==> src/rtl/lane_select_ctrl.sv <==
// lane_select_ctrl: debounced left/right buttons steer a one-hot aim across LANES lanes with auto-repeat
module lane_select_ctrl #(
  parameter int LANES = 3,
  parameter int OUT_W = 8,
  parameter int BASE = 1,
  parameter int STRIDE = 3,
  parameter int RST_LANE = 0,
  parameter int DEB_CYC = 4,
  parameter int REPEAT_DLY = 20,
  parameter int REPEAT_PER = 8,
  parameter int WRAP = 0,
  localparam int LW = LANES > 2 ? $clog2(LANES) : 1
) (
  input  logic             clk,
  input  logic             rst,
  input  logic             en,
  input  logic [1:0]       ctl,
  output logic [OUT_W-1:0] aim,
  output logic [LW-1:0]    lane,
  output logic             moved,
  output logic             at_edge
);
  localparam int DW = DEB_CYC > 1 ? $clog2(DEB_CYC) : 1;
  localparam int RM = REPEAT_DLY > REPEAT_PER ? REPEAT_DLY : REPEAT_PER;
  localparam int RW = $clog2(RM + 1);
  typedef enum logic [1:0] {IDLE, HOLD, RPT} state_t;
  state_t state, nxt;
  logic [1:0] s1, s, cand, db, db_q;
  logic [DW-1:0] dc;
  logic [RW-1:0] rc, rc_nxt;
  logic step, single, chg;
  logic [LW-1:0] lane_up, lane_dn, lane_d;
  logic [OUT_W-1:0] aim_d;
  assign single = db == 2'b01 || db == 2'b10;
  assign chg = db != db_q;
  // a step always moves in the direction db currently holds
  assign lane_up = lane == LW'(LANES - 1) ? (WRAP != 0 ? '0 : lane) : lane + LW'(1);
  assign lane_dn = lane == '0 ? (WRAP != 0 ? LW'(LANES - 1) : lane) : lane - LW'(1);
  assign lane_d = step ? (db == 2'b01 ? lane_up : lane_dn) : lane;
  assign aim_d = OUT_W'(1) << (BASE + int'(lane_d) * STRIDE);
  always_comb begin
    nxt = state;
    rc_nxt = rc + RW'(1);
    step = 1'b0;
    if (!en) begin
      nxt = IDLE;
      rc_nxt = '0;
    end else if (state == IDLE) begin
      rc_nxt = '0;
      step = chg && single;
      nxt = chg && single ? HOLD : IDLE;
    end else if (chg) begin
      rc_nxt = '0;
      step = single;
      nxt = single ? HOLD : IDLE;
    end else if (state == HOLD && REPEAT_DLY != 0 && rc == RW'(REPEAT_DLY - 1)) begin
      rc_nxt = '0;
      step = 1'b1;
      nxt = RPT;
    end else if (state == RPT && rc == RW'(REPEAT_PER - 1)) begin
      rc_nxt = '0;
      step = 1'b1;
    end
  end
  always_ff @(posedge clk or negedge rst) begin
    if (!rst) begin
      s1 <= '0;
      s <= '0;
      cand <= '0;
      db <= '0;
      db_q <= '0;
      dc <= '0;
      rc <= '0;
      state <= IDLE;
      lane <= LW'(RST_LANE);
      aim <= OUT_W'(1) << (BASE + RST_LANE * STRIDE);
      at_edge <= RST_LANE == 0 || RST_LANE == LANES - 1;
      moved <= 1'b0;
    end else begin
      s1 <= ctl;
      s <= s1;
      if (s != cand) begin
        cand <= s;
        dc <= '0;
      end else if (dc == DW'(DEB_CYC - 1)) begin
        db <= cand;
      end else begin
        dc <= dc + DW'(1);
      end
      db_q <= db;
      state <= nxt;
      rc <= rc_nxt;
      lane <= lane_d;
      aim <= aim_d;
      at_edge <= lane_d == '0 || lane_d == LW'(LANES - 1);
      moved <= lane_d != lane;
    end
  end
endmodule

==> config.mk <==
export PLATFORM = sky130hd
export DESIGN_NAME = lane_select_ctrl
export DESIGN_NICKNAME = d
export VERILOG_FILES = /design/src/rtl/lane_select_ctrl.sv
export SDC_FILE = /design/constraint.sdc
export NUM_CORES = 1
export LEC_CHECK = 0
export ABC_CLOCK_PERIOD_IN_PS = 3000
export CORE_MARGIN = 4
export CORE_UTILIZATION = 45
export DETAILED_ROUTE_END_ITERATION = 8
export HOLD_SLACK_MARGIN = 0.02
export MAX_ROUTING_LAYER = met4
export PLACE_DENSITY = 0.72
export SYNTH_ARGS = -nofsm -noshare
export SYNTH_HDL_FRONTEND = slang
export SYNTH_SLANG_ARGS = --single-unit
==> constraint.sdc <==
create_clock -name clk -period 3 [get_ports clk]
set_clock_uncertainty 0.05 [all_clocks]
set_input_delay 0.6 -clock clk [delete_from_list [all_inputs] [get_ports clk]]
set_output_delay 0.6 -clock clk [all_outputs]
set_load 0.005 [all_outputs]
==> After elaboration in Yosys (flattened, before gate mapping) <==
Cells that the tools add are included.
Widths: inputs -> output; s select.
{ "word_totals": {"regBits": 31, "in_bits": 5, "wordCells": 65, "output_inout_bits": 12} }
{ "classes": {"n_bitwise": 1, "n_addsub": 5, "mux": 22, "n_eq_ne": 14, "n_mul": 1, "reduce_logical": 9, "shift": 1} }
{ "ops": {"columns": ["operator", "n"], "rows": [
  ["$mux 5", 5],
  ["$mux 2", 10],
  ["$eq 2x2->1 const B", 5],
  ["$shl 1x5->8 const A", 1],
  ["$mux 1", 7],
  ["$logic_not 2->1", 3],
  ["$ne 2x2->1", 3],
  ["$add 1x4->5 const A", 1],
  ["$add 5x1->5 const B", 1],
  ["$eq 5x3->1 const B", 1],
  ["$eq 5x5->1 const B", 1],
  ["$add 2x1->2 const B", 2],
  ["$eq 2x1->1 const B", 2],
  ["$mul 2x2->4 const B", 1],
  ["$ne 4x1->1 const B", 1],
  ["$logic_and 1x1->1", 3],
  ["$logic_or 1x1->1", 2],
  ["$ne 2x2->1 const B", 1],
  ["$reduce_and 2->1", 1],
  ["$sub 2x1->2 const B", 1],
  ["$not 1->1", 1]
]} }

==> Logic depth before layout (Yosys ltp) <==
Gate-level depths: netlist of run 1.
{ "depth": {"ltp_word": 11, "ltp_mapped": 7, "depth_no_buf": 7} }

==> Least setup slack after synthesis of run 1 <==
Ideal clock, no wire load.
{ "synth_path": {"path_type": "input to register", "start": "input en", "end": "register aim[5]", "path_buffers": 0, "setup_slack_ps": 688, "arrival_ps": 2143, "t_required_ps": 2830, "setup_time_ps": 120, "cell_stages": 6, "cell_sequence": "o21a_1 -> or3b_4 -> o32ai_4 -> mux2_4 -> ha_1 -> and3b_1"} }
{ "synth_via": {"elab_chain_len": 5} }
{ "synth_rtl": {"columns": ["element", "line", "rtl"], "rows": [
  ["start: declaration", "16", "input logic en,"],
  ["$mux 1", "45", "if (!en) begin"],
  ["$mux 2", "39", "assign lane_d = step ? (db == 2'b01 ? lane_up : lane_dn) : lane;"],
  ["net lane_d[0]", "32", "logic [LW-1:0] lane_up, lane_dn, lane_d;"],
  ["$mul 2x2->4", "40", "assign aim_d = OUT_W'(1) << (BASE + int'(lane_d) * STRIDE);"],
  ["$add 1x4->5", "40", null],
  ["$shl 1x5->8", "40", null],
  ["net aim_d[5]", "33", "logic [OUT_W-1:0] aim_d;"],
  ["end signal: assignment", "76", "aim <= OUT_W'(1) << (BASE + RST_LANE * STRIDE);"],
  ["end signal: assignment", "94", "aim <= aim_d;"],
  ["end: declaration", "18", "output logic [OUT_W-1:0] aim,"]
]} }
The timed path passes the listed nets, and every way through them passes these cells.
A chain may end at the register's enable or synchronous reset.

==> Worst setup path after layout of run 1 <==
{ "layout_path": {"start": "input en", "end": "register aim[3]"} }
Same word-level chain as after synthesis.

==> metrics.csv, run 1 <==
stage,metric,value,unit
status,status,finished clean,
final_layout,fraction of layout cells with a size suffix above 1,16.67,%
synth,"Primary FF master, synth",dfrtp_1,
pwr,P_sw,0.0002143,W
timing,setup TNS,0,ps
floorplan,Die X,63.13,µm
place,DPL Wire Length,1494,µm
route,initial drt markers,34,
critical_path,"Arr. time, crit path",2760,ps
timing,period utilization,85.40,%
critical_path,Critical Path RT,3200,ps
place,Final GP Congestion,0.8304,
floorplan,std cell rows,19,
synth,post-synthesis sequential area ratio,56.91,%
route,Routed WL,2159,µm
pwr,pwr/cell area,544.0,nW/µm²
cts,H-tree Lvls,2,
global_routing,pin count of the biggest net entering global routing,32,
critical_path,crit-path max FO,5,
synth,yosys warns,0,
final_layout,"commonest non-fill, non-tap cell in the layout",dfrtp_1,
floorplan,I/O pins,17,
synth,largest family of logic cells by synthesized area,adder cells,
timing,Final Setup Violations,0,
cts,"Reg clk slew, reported paths",100,ps
cts,CTS tree,yes,
global_routing,initial antenna violation count,0,
final_layout,Layout area overhead,21.68,%
pwr,VDD IR-drop max,0.3630,mV
floorplan,core area,2829,µm²
global_routing,Total GRT Usage,12.89,%
cts,Root Driver,clkbuf_4,
synth,Netlist Area Pre-Place,1368,µm²
worst_hold_path,Hold Crit Class,reg2reg,
final_layout,# fillers,239,
cts,clk_lat worst skew,330,ps
place,IO Port Bufs,16,
critical_path,CP startpoint kind,input port,
route,# DRC,0,
cts,clock sinks,31,
route,DRT Pass-1 Iters,4,
pwr,Lkg Pwr,0.7579,nW
final_layout,Util after Layout,58.82,%
route,vias per cell,4.962,
synth,xor/xnor share of the synthesized area,6.404,%
final_layout,Ant. Diodes,0,
pwr,internal power,0.0006910,W
pwr,Comb power frac,11.7,%
critical_path,critical path type,in2reg,
timing,final hold viol count,0,
route,DR WL/cell,13.75,µm
synth,post-synthesis register bit count,31,
synth,"FFs w/ async S/R, synth",100.0,%
critical_path,crit end category,flop,
synth,mux cell area share after synthesis,8.509,%
synth,Syn Inst Count,101,
timing,fmax,0.3903,GHz
pwr,clock share of power,37.9,%
floorplan,initial core utilization,48.34,%
synth,post-synth cell types,25,
pwr,Switching Share,23.67,%
synth,Post-synth EDFFs,0,
global_routing,first-pass GRT wire length,3822,µm
timing,"Slew Viols, Final",0,
route,ANT nets after route,0,
timing,RSZ-0062 raised after global routing,no,
cts,Hold Buf Count CTS,0,
synth,simple-gate area share of the yosys netlist,10.06,%
run,Max-Cap Viols,0,
floorplan,die span in y,63.13,µm
global_routing,gr ovfl total,0,
synth,compound-cell area share of the yosys netlist,4.026,%
synth,syn avg cell area,13.54,µm²
final_layout,# nets final,143,
cts,setup bufs post-CTS,0,
timing,min Tclk post-route,2562,ps
synth,adder-cell area share of the yosys netlist,11.89,%
final_layout,most frequent cells in the layout,"29 x dfrtp_1, 16 x clkdlybuf4s50_1, 13 x ha_1",
floorplan,Die Area,3985,µm²
pwr,Flop pwr share,50.4,%
cts,clock buffer count from CTS,5,
global_routing,vias in the first global route,862,
cts,maximum root-to-sink buffer count,2,
cts,CTS resizes,0,
route,DR vias,779,
-- synthesized netlist by cell type, types with 2 or more instances --
master,number,area [µm²]
mux2_2,5,56.30
dfstp_2,2,52.55
mux2i_1,3,30.03
nand4bb_1,2,22.52
xor2_1,5,43.79
nand3_1,4,20.02
nor3b_1,3,22.52
clkbuf_1,2,7.510
xnor2_1,5,43.79
ha_1,13,162.7
nor2_1,10,37.54
dfrtp_1,29,725.7
mux2_4,2,30.03
inv_1,5,18.77
-- through the flow --
stage	hold WS [ps]	std cells	area (µm²)	total power, W	setup slack [ps]
after floorplan	254.4	102	1371	0.0005282	687.6
after global placement	282.8	149	1578	0.0005675	134.5
after detailed placement	287.1	149	1578	0.0005718	58.78
after CTS	305.0	157	1664	0.0009174	408.4
after global routing	327.2	157	1664	0.0009542	317.7
final	308.7	157	1664	0.0009053	438.1
-- worst paths after layout --
path | from | to | slack [ps] | depth (start not counted)
worst max-delay path | en | aim[3]$_DFF_PN0_ | 440 | 7
worst min-delay path | s1[1]$_DFF_PN0_ | s[1]$_DFF_PN0_ | 310 | 0
worst max register to register | db[1]$_DFFE_PN0P_ | aim[3]$_DFF_PN0_ | 680 | 6
worst min register to register | s1[1]$_DFF_PN0_ | s[1]$_DFF_PN0_ | 310 | 0
max in group asynchronous | rst | aim[1]$_DFF_PN1_ | 1990 | 2
min in group asynchronous | rst | rc[2]$_DFF_PN0_ | 590 | 2
-- state kept, by name, indices dropped and copies added (netlist names) --
signal and flops:
dc 2, s 2, s1 2, at_edge 1, cand 2, state 2, db_q 2, moved 1
rc 5, db 2, lane 2, aim 8
-- power by group through the flow --
stage / sequential (W) / combinational, W / clock, W
finish: 0.000457 / 0.000106 / 0.000343
global route: 0.000460 / 0.000117 / 0.000377
CTS: 0.000457 / 0.000108 / 0.000352
detailed placement: 0.000466 / 0.000106 / 0
global placement: 0.000464 / 0.000103 / 0
floorplan: 0.000463 / 0.0000655 / 0
-- cell families after synthesis --
logic type | Yosys count
multiplexers | 10
adder cells (fa/ha/maj) | 13
other | 1
AND/OR/NAND/NOR | 24
flip-flops | 31
AO/OA/AOI/OAI | 5
buffers and inverters | 7
XOR/XNOR | 10
-- final cells by class --
cell class | instances | area, µm² | share of cell area (%)
Sequential cell | 31 | 778.2 | 46.77
Multi-Input combinational cell | 64 | 566.8 | 34.06
Timing Repair Buffer | 18 | 175.2 | 10.53
Clock buffer | 6 | 51.30 | 3.083
Tap cell | 31 | 38.79 | 2.331
Clock inverter | 2 | 35.03 | 2.105
Inverter | 5 | 18.77 | 1.128
-- critical path, cell delays in order --
cell             delay, ps
clkdlybuf4s50_1        480
o21a_1                 140
or3b_4                 420
o32ai_4                240
mux2_4                 370
ha_1                   320
nor3b_1                190
-- routing by layer --
metal  up-vias  global-route usage (%)  wire length, µm
met3         4                   5.684              111
li1        381                       -                -
met2        15                   20.55             1084
met5         -                       -                0
met4         0                   6.061               22
met1       379                   13.71              941
Power figures use the tool's default switching activity.
==> run 2: changes to the inputs <==
--- a/config.mk
+++ b/config.mk
@@ -6,6 +6,7 @@
 export NUM_CORES = 1
 export LEC_CHECK = 0
 export ABC_CLOCK_PERIOD_IN_PS = 3000
+export CORE_ASPECT_RATIO = 0.5
 export CORE_MARGIN = 4
 export CORE_UTILIZATION = 45
 export DETAILED_ROUTE_END_ITERATION = 8
@@ -15,3 +16,4 @@
 export SYNTH_ARGS = -nofsm -noshare
 export SYNTH_HDL_FRONTEND = slang
 export SYNTH_SLANG_ARGS = --single-unit
+export TNS_END_PERCENT = 5
==> run 2 against run 1 <==
Net effect:
- setup slack worse by 84 ps
- cell count is 4.5% higher
- clock power is 22% higher
- critical path depth stayed put
- sequential cell count stayed put
- first-iteration DRC count is 24% higher
- die area is 1.3% higher
==> metrics.csv, run 2 (same netlist as run 1, synthesis figures left out) <==
stage,metric,value,unit
global_routing,pin count of the biggest net entering global routing,28,
cts,maximum root-to-sink buffer count,2,
place,Final GP Congestion,0.7429,
timing,RSZ-0062 raised after global routing,no,
route,Routed WL,2074,µm
global_routing,first-pass GRT wire length,3608,µm
critical_path,critical path type,in2reg,
timing,"Slew Viols, Final",0,
floorplan,std cell rows,13,
place,DPL Wire Length,1522,µm
final_layout,"commonest non-fill, non-tap cell in the layout",dfrtp_1,
timing,setup TNS,0,ps
pwr,Lkg Pwr,0.7750,nW
cts,clock sinks,31,
route,DR vias,791,
critical_path,CP top delay family,simple AND/OR/NAND/NOR gates,
cts,clk_lat worst skew,280,ps
final_layout,fraction of layout cells with a size suffix above 1,17.32,%
timing,period utilization,88.19,%
cts,"Reg clk slew, reported paths",70,ps
timing,fmax,0.3780,GHz
run,Max-Cap Viols,0,
worst_hold_path,Hold Crit Class,reg2reg,
cts,Hold Buf Count CTS,0,
floorplan,I/O pins,17,
cts,CTS resizes,0,
final_layout,Ant. Diodes,0,
status,status,finished clean,
route,ANT nets after route,0,
critical_path,CP max stage cell,clkdlybuf4s50_1,
timing,WHS,296.3,ps
place,IO Port Bufs,16,
critical_path,WP buf/inv,1,
pwr,pwr/cell area,575.7,nW/µm²
critical_path,CP max stage delay,480,ps
final_layout,Layout area overhead,25.07,%
floorplan,Die Area,4038,µm²
floorplan,Die X,85.96,µm
critical_path,Critical Path RT,3120,ps
place,pre-CTS setup slack,62.53,ps
route,DR WL/cell,12.65,µm
pwr,Final Power,0.0009847,W
final_layout,Largest register FFs,8,
floorplan,core area,2749,µm²
final_layout,# nets final,144,
route,DRT Pass-1 Iters,4,
final_layout,largest register by flop count,aim,
route,initial drt markers,42,
timing,final hold viol count,0,
cts,clock buffer count from CTS,5,
critical_path,"Arr. time, crit path",2760,ps
timing,fin worst setup slack,354.3,ps
global_routing,Total GRT Usage,12.66,%
global_routing,gr ovfl total,0,
route,# DRC,0,
place,DP Cell Count,156,
pwr,VDD IR-drop max,0.3178,mV
floorplan,die span in y,46.98,µm
cts,CTS tree,yes,
cts,setup bufs post-CTS,0,
final_layout,Largest regs,"aim (8), rc (5)",
global_routing,initial antenna violation count,0,
route,vias per cell,4.823,
critical_path,crit-path max FO,5,
final_layout,most frequent cells in the layout,"29 x dfrtp_1, 16 x clkdlybuf4s50_1, 13 x ha_1",
cts,Root Driver,clkbuf_8,
cts,H-tree Lvls,2,
critical_path,CP cell instances,clkdlybuf4s50_1 -> o21a_1 -> or3b_4 -> o32ai_4 -> mux2_4 -> ha_1 -> and3b_1,
critical_path,crit end category,flop,
global_routing,vias in the first global route,781,
floorplan,initial core utilization,49.75,%
final_layout,Finished Layout Cells,164,
timing,min Tclk post-route,2646,ps
critical_path,CP startpoint kind,input port,
timing,Final Setup Violations,0,
-- run 2: changes by cell type in the layout (fill, tap and decap cells not counted), sizes merged --
cell	change
buf	+1
-- run 2: worst paths after layout --
path	startpoint	cells past startpoint	slack, ps	endpoint
max in group asynchronous	rst	2	1760	at_edge$_DFF_PN1_
worst max register to register	db[1]$_DFFE_PN0P_	6	670	aim[5]$_DFF_PN0_
worst min register to register	s1[1]$_DFF_PN0_	0	300	s[1]$_DFF_PN0_
worst max-delay path	en	7	350	aim[5]$_DFF_PN0_
worst min-delay path	s1[1]$_DFF_PN0_	0	300	s[1]$_DFF_PN0_
min in group asynchronous	rst	1	490	aim[4]$_DFF_PN0_
-- run 2: metal layers --
metal  global-route usage (%)  routed length (µm)  vias to the layer above
met5                        -                   0                        -
met4                    6.625                  39                        0
met3                    3.678                  68                        5
met2                    19.14                 961                       16
met1                    15.77                1004                      388
li1                         -                   -                      382
-- run 2: power by group --
group	internal (W)	leakage (nW)	switching (W)	total, W
combinational	0.0000536	0.308	0.0000540	0.000108
sequential	0.000442	0.405	0.0000149	0.000457
clock	0.000268	0.0612	0.000152	0.000420
-- run 2: through the flow --
step	cell area (µm²)	util [%]
5_1_grt	1710	62.22
3_5_place_dp	1593	57.94
6_report	1710	62.22
4_1_cts	1710	62.22
3_3_place_gp	1593	57.94
2_1_floorplan	1371	-
-- run 2: cell type report --
class                      instances  area (µm²)
timing repair buffer              19       182.7
fill                             217        1039
clock inverter                     2       35.03
multi-input combinational         64       566.8
clock buffer                       6       82.58
inverter                           5       18.77
sequential                        31       778.2
tap                               37       46.29
==> run 3: changes to the inputs <==
--- a/config.mk
+++ b/config.mk
@@ -8,11 +8,11 @@
 export ABC_CLOCK_PERIOD_IN_PS = 3000
 export CORE_ASPECT_RATIO = 0.5
 export CORE_MARGIN = 4
-export CORE_UTILIZATION = 45
+export CORE_UTILIZATION = 40
 export DETAILED_ROUTE_END_ITERATION = 8
 export HOLD_SLACK_MARGIN = 0.02
 export MAX_ROUTING_LAYER = met4
-export PLACE_DENSITY = 0.72
+export PLACE_DENSITY = 0.66
 export SYNTH_ARGS = -nofsm -noshare
 export SYNTH_HDL_FRONTEND = slang
 export SYNTH_SLANG_ARGS = --single-unit
==> run 3 against run 2 <==
Net effect:
- clock power down 1%
- final area increased by 0.22%
- register-to-register slack hardly changed
- combinational power about the same
- core utilization shrank 7.6 points
- sequential power hardly changed
==> metrics.csv, run 3 (same netlist as run 1, synthesis figures left out) <==
stage,metric,value,unit
critical_path,crit-path max FO,5,
critical_path,"Arr. time, crit path",2770,ps
route,DR WL/cell,12.01,µm
final_layout,"commonest non-fill, non-tap cell in the layout",dfrtp_1,
place,DPL Wire Length,1478,µm
cts,CTS tree,yes,
pwr,VDD IR-drop max,0.2809,mV
cts,Root Driver,clkbuf_8,
status,status,finished clean,
critical_path,crit end category,flop,
floorplan,Die Area,4475,µm²
critical_path,CP max stage delay,480,ps
pwr,Final Power,0.0009797,W
floorplan,die span in y,49.35,µm
pwr,pwr/cell area,571.5,nW/µm²
place,placed cell area,1597,µm²
final_layout,Largest regs,"aim (8), rc (5)",
final_layout,# fillers,275,
timing,fmax,0.3757,GHz
timing,"Slew Viols, Final",0,
cts,clk_lat worst skew,270,ps
timing,Final Setup Violations,0,
place,pre-CTS setup slack,52.89,ps
timing,period utilization,88.73,%
floorplan,Die X,90.69,µm
final_layout,Layout area overhead,25.34,%
route,initial drt markers,50,
final_layout,final instance area,1714,µm²
global_routing,first-pass GRT wire length,3546,µm
critical_path,CP max stage cell,clkdlybuf4s50_1,
critical_path,critical path type,in2reg,
timing,RSZ-0062 raised after global routing,no,
final_layout,Ant. Diodes,0,
place,IO Port Bufs,16,
timing,fin worst setup slack,338.0,ps
floorplan,core area,3136,µm²
critical_path,Critical Path RT,3110,ps
critical_path,CP startpoint kind,input port,
timing,Least-Margin Pin Slew,680.2,ps
global_routing,gr ovfl total,0,
cts,clock sinks,31,
cts,maximum root-to-sink buffer count,2,
global_routing,initial antenna violation count,0,
route,DR vias,762,
final_layout,fraction of layout cells with a size suffix above 1,17.32,%
worst_hold_path,Hold Crit Class,reg2reg,
global_routing,vias in the first global route,741,
timing,WHS,299.1,ps
cts,Hold Buf Count CTS,0,
critical_path,WP buf/inv,1,
route,ANT nets after route,0,
route,Routed WL,2006,µm
critical_path,CP top delay family,simple AND/OR/NAND/NOR gates,
final_layout,Largest register FFs,8,
route,vias per cell,4.563,
run,Max-Cap Viols,0,
floorplan,std cell rows,14,
critical_path,CP cell instances,clkdlybuf4s50_1 -> o21a_1 -> or3b_4 -> o32ai_4 -> mux2_4 -> ha_1 -> and3b_1,
final_layout,largest register by flop count,aim,
route,DRT Pass-1 Iters,4,
timing,min Tclk post-route,2662,ps
pwr,Lkg Pwr,0.7750,nW
floorplan,I/O pins,17,
global_routing,pin count of the biggest net entering global routing,17,
timing,Worst slew margin,54.51,%
timing,final hold viol count,0,
final_layout,most frequent cells in the layout,"29 x dfrtp_1, 16 x clkdlybuf4s50_1, 13 x ha_1",
cts,setup bufs post-CTS,0,
timing,setup TNS,0,ps
cts,CTS resizes,0,
cts,H-tree Lvls,2,
floorplan,initial core utilization,43.62,%
place,Final GP Congestion,0.7237,
cts,clock buffer count from CTS,5,
global_routing,Total GRT Usage,10.61,%
final_layout,# nets final,144,
route,# DRC,0,
cts,"Reg clk slew, reported paths",60,ps
[run 3: cell counts in the layout (fill, tap and decap cells not counted)]
Identical to the previous run, type by type.
[run 3: layer usage]
layer  track usage [%]  share of wire [%]  vias to the layer above
met4             3.807                1.0                        0
met1             13.62                 51                      370
met2             15.21                 44                        9
met5                 -                  0                        -
li1                  -                  -                      381
met3             4.160                3.7                        2
[run 3: layout make-up]
| class | count | area (µm²) | share of cell area [%] |
|---|---|---|---|
| sequential | 31 | 778.2 | 45.40 |
| multi-input combinational | 64 | 566.8 | 33.07 |
| timing repair buffer | 19 | 182.7 | 10.66 |
| tap | 40 | 50.05 | 2.920 |
| clock inverter | 2 | 35.03 | 2.044 |
| clock buffer | 6 | 82.58 | 4.818 |
| inverter | 5 | 18.77 | 1.095 |
[run 3: through the flow]
stage / instances / utilization, %
floorplan: 102 / -
global placement: 159 / 50.92
detailed placement: 159 / 50.92
CTS: 167 / 54.67
global route: 167 / 54.67
finish: 167 / 54.67
[run 3: report_power, final]
group | internal (W) | switching (W) | leakage, nW | total [W]
Combinational | 0.0000535 | 0.0000532 | 0.308 | 0.000107
Sequential | 0.000442 | 0.0000148 | 0.405 | 0.000457
Clock | 0.000268 | 0.000148 | 0.0612 | 0.000416
Total | 0.000764 | 0.000216 | 0.775 | 0.000980
[run 3: final timing paths]
check | endpoint | cells past startpoint | from | slack [ps]
worst max register to register | aim[5]$_DFF_PN0_ | 6 | db[1]$_DFFE_PN0P_ | 660
min in group asynchronous | aim[5]$_DFF_PN0_ | 1 | rst | 690
worst max-delay path | aim[5]$_DFF_PN0_ | 7 | en | 340
worst min-delay path | s[1]$_DFF_PN0_ | 0 | s1[1]$_DFF_PN0_ | 300
worst min register to register | s[1]$_DFF_PN0_ | 0 | s1[1]$_DFF_PN0_ | 300
max in group asynchronous | rc[2]$_DFF_PN0_ | 2 | rst | 1530
[run 3: worst reg2reg max path: cells and delay by family (launching register included)]
family                   cells  cell delay [ps]
AND/OR/NAND/NOR              2              610
flip-flops                   1              420
multiplexers                 1              370
adder cells (fa/ha/maj)      1              330
AO/OA/AOI/OAI                1              260
XOR/XNOR                     1              190
